### src/rtl/mem_arbiter.sv
// Shared single-port memory arbiter between instruction fetch and the MEM stage.
// Serialises accesses through an IDLE/ACC/RESP FSM with last-served fairness.
module mem_arbiter #(
    parameter int WAIT_STATES = 3
) (
    input  logic        clk,
    input  logic        rst,
    input  logic        if_req,
    input  logic [31:0] if_addr,
    output logic [31:0] if_rdata,
    output logic        if_ready,
    input  logic        d_read,
    input  logic        d_write,
    input  logic [31:0] d_addr,
    input  logic [31:0] d_wdata,
    output logic [31:0] d_rdata,
    output logic        d_ready,
    output logic        freeze_if,
    output logic        freeze_pipe,
    output logic        mem_en,
    output logic        mem_we,
    output logic [31:0] mem_addr,
    output logic [31:0] mem_wdata,
    input  logic [31:0] mem_rdata
);

    typedef enum logic [1:0] {IDLE, ACC, RESP} state_t;
    typedef enum logic {GNT_IF = 1'b0, GNT_DATA = 1'b1} grant_t;

    state_t     state;
    grant_t     grant;
    grant_t     last_grant;
    grant_t     next_grant;
    logic [3:0] cnt;
    logic       d_req;

    assign d_req = d_read | d_write;

    // Data wins a tie unless it was the last one served.
    always_comb begin
        next_grant = GNT_IF;
        if (d_req && if_req)
            next_grant = (last_grant == GNT_DATA) ? GNT_IF : GNT_DATA;
        else if (d_req)
            next_grant = GNT_DATA;
    end

    // NOTE: all state and registered outputs use non-blocking assignments so every
    // register samples pre-edge values; blocking here would create ordering races.
    always_ff @(posedge clk or negedge rst) begin
        if (!rst) begin
            state      <= IDLE;
            grant      <= GNT_IF;
            last_grant <= GNT_IF;
            cnt        <= 4'd0;
            if_rdata   <= 32'd0;
            d_rdata    <= 32'd0;
            if_ready   <= 1'b0;
            d_ready    <= 1'b0;
            mem_en     <= 1'b0;
            mem_we     <= 1'b0;
            mem_addr   <= 32'd0;
            mem_wdata  <= 32'd0;
        end else begin
            if_ready <= 1'b0;
            d_ready  <= 1'b0;
            case (state)
                IDLE: begin
                    if (if_req || d_req) begin
                        state  <= ACC;
                        grant  <= next_grant;
                        cnt    <= 4'(WAIT_STATES - 1);
                        mem_en <= 1'b1;
                        if (next_grant == GNT_DATA) begin
                            mem_addr  <= d_addr;
                            mem_wdata <= d_wdata;
                            // A simultaneous read and write is performed as a write.
                            mem_we    <= d_write;
                        end else begin
                            mem_addr <= if_addr;
                            mem_we   <= 1'b0;
                        end
                    end
                end
                ACC: begin
                    if (cnt == 4'd0) begin
                        state  <= RESP;
                        mem_en <= 1'b0;
                        mem_we <= 1'b0;
                        if (grant == GNT_IF) begin
                            if_rdata <= mem_rdata;
                            if_ready <= 1'b1;
                        end else begin
                            if (!mem_we)
                                d_rdata <= mem_rdata;
                            d_ready <= 1'b1;
                        end
                    end else begin
                        cnt <= cnt - 4'd1;
                    end
                end
                RESP: begin
                    state      <= IDLE;
                    last_grant <= grant;
                end
                default: state <= IDLE;
            endcase
        end
    end

    assign freeze_pipe = d_req & ~d_ready;
    assign freeze_if   = freeze_pipe | (if_req & ~if_ready);

endmodule

### config.mk
export PLATFORM = sky130hd
export DESIGN_NAME = mem_arbiter
export DESIGN_NICKNAME = d
export VERILOG_FILES = /design/src/rtl/mem_arbiter.sv
export SDC_FILE = /design/constraint.sdc
export NUM_CORES = 1
export LEC_CHECK = 0
export CORE_MARGIN = 2
export CORE_UTILIZATION = 45
export CTS_CLUSTER_SIZE = 20
export DETAILED_ROUTE_END_ITERATION = 7
export PLACE_DENSITY = 0.95
export SLEW_MARGIN = 20
export SYNTH_ARGS = -nofsm -noshare
export SYNTH_HDL_FRONTEND = slang
export SYNTH_SLANG_ARGS = --single-unit
### constraint.sdc
create_clock -name clk -period 4.55 [get_ports clk]
set_input_delay 0.91 -clock clk [delete_from_list [all_inputs] [get_ports clk]]
set_output_delay 0.91 -clock clk [all_outputs]
set_load 0.02 [all_outputs]
== After elaboration in Yosys (flattened, before gate mapping) ==
Cells that the tools add are included.

* Flip-flop bits (word level): 140
* Output and inout port bits: 134

* Add/subtract/negate cells: 1
* Equality and inequality tests: 5
* Mux-type cells: 22
* Bitwise operators: 8
* Reduce and logical (&&, ||, !) cells: 12

{| class="wikitable"
|+ Operators by type and width
! operator !! number
|-
| $mux 32 || 1
|-
| $mux 1 || 13
|-
| $reduce_and 3->1 || 4
|-
| $mux 4 || 2
|-
| $pmux 4 s2 || 1
|-
| $ne 2x2->1 const B || 3
|-
| $logic_not 4->1 || 1
|-
| $mux 2 || 2
|-
| $not 1->1 || 4
|-
| $pmux 1 s2 || 2
|-
| $pmux 2 s2 || 1
|-
| $reduce_and 2->1 || 2
|-
| $reduce_and 4->1 || 1
|-
| $sub 4x1->4 const B || 1
|-
| $and 1x1->1 || 2
|-
| $eq 2x1->1 const B || 1
|-
| $eq 2x2->1 const B || 1
|-
| $logic_not 2->1 || 1
|-
| $or 1x1->1 || 2
|-
| $reduce_bool 2->1 || 1
|-
| $logic_and 1x1->1 || 1
|-
| $logic_or 1x1->1 || 1
|}

== Logic depth before layout (Yosys ltp) ==
* Word-level depth: 6
* Depth in mapped cells: 5

== Worst setup path after synthesis ==
No wires, ideal clock.

* Kind: in2out
* Start: in if_req
* End: out freeze_if
* Arrival: 1.303 ns
* Required time: 3.640 ns
* Path slack: 2.337 ns
* Cell stages on the path: 2
* Buffers on the path: 0
* Cells stage by stage: inv_1 > o22ai_1

* Longest elaborated chain between the ends: 2

{| class="wikitable"
|+ Ends and longest elaborated chain
! what !! line !! text
|-
| start, declared || 8 || <nowiki>input logic if_req,</nowiki>
|-
| $and 1x1->1 || 112 || <nowiki>assign freeze_if = freeze_pipe | (if_req & ~if_ready);</nowiki>
|-
| $or 1x1->1 || 112 ||
|-
| end, declared || 18 || <nowiki>output logic freeze_if,</nowiki>
|}

No other way between the ends.

== Worst setup path in the final report ==
* Start: in d_write
* End: out freeze_if

* Longest elaborated chain between the ends: 3

{| class="wikitable"
|+ Ends and longest elaborated chain
! what !! line !! text
|-
| start, declared || 13 || <nowiki>input logic d_write,</nowiki>
|-
| $or 1x1->1 || 37 || <nowiki>assign d_req = d_read | d_write;</nowiki>
|-
| $and 1x1->1 || 111 || <nowiki>assign freeze_pipe = d_req & ~d_ready;</nowiki>
|-
| $or 1x1->1 || 112 ||
|}

No other way between the ends.

==> run metrics <==
status completed; Num CTS Buffers 17; Placer Congestion 0.901; crit share post-route 70.9%; total net switching power 2.50 mW; Die Y 118 µm; Total Wirelength 15.7 mm; CP max-delay cell clkdlybuf4s50_1; Initial DRT Pass Iterations 7; IO buf count 266; biggest area consumer among synthesized cells dfrtp_1; Max Slew Vio Count 0; Mapped Nets 498; total power 7.27 mW; Pint 4.77 mW; max-capacitance violation count 0; crit path DAT 2310 ps; Final Util 73.3%; Post-synth top cells 140 x dfrtp_1, 129 x mux2_2, 29 x mux2_4; Startpoint Class primary input; initial antenna violation count 0; DR vias 4087; post-route ant nets 0; # diodes 0; clock tree root buffer cell clkbuf_16; area grow syn2layout 58.2%; Initial DRC Count 186; num rows 41; Setup TNS 0 ps; core region area 12700 µm²; Layout Cells excl Fill 822; VDD IR-drop max 0.534 mV; FFs w/ async S/R, synth 100%; Leak 3.96 nW; critical path cell sequence clkdlybuf4s50_1 > nor2_1 > o22ai_1 > clkdlybuf4s50_1; vias in the first global route 4687; clock share of power 20.7%; minimum clock period 3220 ps; Mean Syn Cell Area 16.2 µm²; RSZ-0062 raised after global routing false; hold_buf cts 0; Rel. slew slack 53.1%; top cell type's share of synthesized area 59.7%; Fin. Hold Viols 0; Placed Instances 790; clock skew 7.56 ps; Ports 267; top-count cell post-synth dfrtp_1; PostCTS Resize Cnt 0; Setup Viol. Count Final 0; Synth Flop Type dfrtp_1; PD cells 783 nW/µm²; clock sinks 140; total setup buffers inserted after CTS 0; share of power burned in registers 31.0%; register area share after synthesis 59.7%; Starting Density 46.3%; synth unique cells 29; HPWL Detailed 11.3 mm; crit path kind in2out; gr usage total 23.3%; Hold Path Class reg2reg; Max FO, Critical Path 4; Post-Syn Area 5870 µm²; Yosys reg bits 140; Bufs on Longest Clock Path 2; Synth Warn # 0; sw frac 34.4%; die area 14000 µm²; Max Clock Freq 310 MHz; worst hold slack 484 ps; first-pass GRT wire length 25.2 mm; Crit path top cell by count clkdlybuf4s50_1; CP required 3640 ps; synthesized instance count 363; Clock transition at path regs 50 ps; Buf/Inv on CP 2; number of synthesized flops with an enable pin 0; largest net degree at the start of global routing 78; Nets 772; total gr overflow 0; CP top delay family buffers and inverters; htree depth 4; combinational fraction of design power 48.4%; post-DR wirelength/cell 19.1 µm; Clock Latency Late Sink 410 ps; CTS tree done; post-DR vias/cell 4.97; worst slew pin tran 703 ps; share of post-route cells with drive strength above 1 31.4%; Synth area leaders dfrtp_1 60%, mux2_2 25%, mux2_4 7.4%; Crit path largest cell delay 620 ps; Die Wd 118 µm; DRC viols 0; CP endpoint kind primary output
-- power groups by stage --
| stage | clock network (mW) | registers, mW | logic (mW) |
|---|---|---|---|
| after floorplan | 0 | 2.95 | 1.21 |
| after global placement | 0 | 2.20 | 3.42 |
| after detailed placement | 0 | 2.25 | 3.52 |
| after CTS | 1.53 | 2.26 | 3.55 |
| after global routing | 1.59 | 2.33 | 3.69 |
| final | 1.50 | 2.25 | 3.52 |
-- worst reg2reg max path, cell delays in order, from the launching register on --
cell and delay (ps):
dfrtp_1 420, or2_4 290, or2_2 560, buf_4 350, mux2_4 320
-- final cells by class --
| cell class | count | area (µm²) |
|---|---|---|
| clock buffers | 18 | 429 |
| clock inverters | 14 | 218 |
| fillers | 785 | 3380 |
| inverters | 8 | 30.0 |
| multi-input cells | 198 | 2180 |
| flip-flops and latches | 140 | 3500 |
| well taps | 172 | 215 |
| repair buffers | 272 | 2710 |
-- cell usage in the layout (no fill, tap or decap), types with 2 or more instances in the layout --
| cell | n |
|---|---|
| inv_1 | 8 |
| mux2_1 | 2 |
| clkdlybuf4s50_1 | 265 |
| o21ai_0 | 5 |
| dfrtp_1 | 140 |
| nor2_1 | 5 |
| clkinv_4 | 3 |
| clkinv_2 | 2 |
| nand3_1 | 5 |
| bufinv_16 | 5 |
| nor3_1 | 2 |
| buf_4 | 6 |
| mux2i_1 | 2 |
| o31ai_1 | 2 |
| ha_1 | 2 |
| clkbuf_16 | 17 |
| mux2_4 | 29 |
| clkinvlp_4 | 3 |
| mux2_2 | 129 |
-- metrics by stage --
step,area (µm²),setup WS [ps]
2_1_floorplan,5870,2340
3_3_place_gp,8630,1360
3_5_place_dp,8640,1330
4_1_cts,9290,1330
5_1_grt,9290,1270
6_report,9290,1330
-- kinds of logic (layout without fill, tap and decap cells) --
kind of cell	Yosys count	in the layout	share of synthesized area [%]
buffers and inverters	25	312	3.39
AND/OR/NAND/NOR	22	22	2.28
AO/OA/AOI/OAI	12	12	1.34
adder cells (fa/ha/maj)	2	2	0.426
multiplexers	162	162	32.9
flip-flops	140	140	59.7
-- worst paths after layout --
path | startpoint | to | slack, ps | cells after the start
worst min register to register | mem_en$_DFFE_PN0P_ | mem_en$_DFFE_PN0P_ | 480 | 1
min in group asynchronous | rst | mem_wdata[10]$_DFFE_PN0P_ | 530 | 1
worst min-delay path | mem_en$_DFFE_PN0P_ | mem_en$_DFFE_PN0P_ | 480 | 1
worst max register to register | state[0]$_DFFE_PN0P_ | mem_wdata[14]$_DFFE_PN0P_ | 2490 | 4
max in group asynchronous | rst | mem_addr[14]$_DFFE_PN0P_ | 3080 | 2
worst max-delay path | d_write | freeze_if | 1330 | 4
-- metal layers --
layer,track usage [%],part of all wire (%),vias up
met2,41.7,54,179
met5,0,0,-
li1,-,-,1848
met4,7.91,2.1,0
met3,9.17,7.9,27
met1,25.0,36,2033
-- flip-flops by register name (all words and copies together) (netlist names), 2 cells and up --
register	flops
d_rdata	32
if_rdata	32
mem_addr	32
mem_wdata	32
cnt	4
state	2
Power figures use the tool's default switching activity.
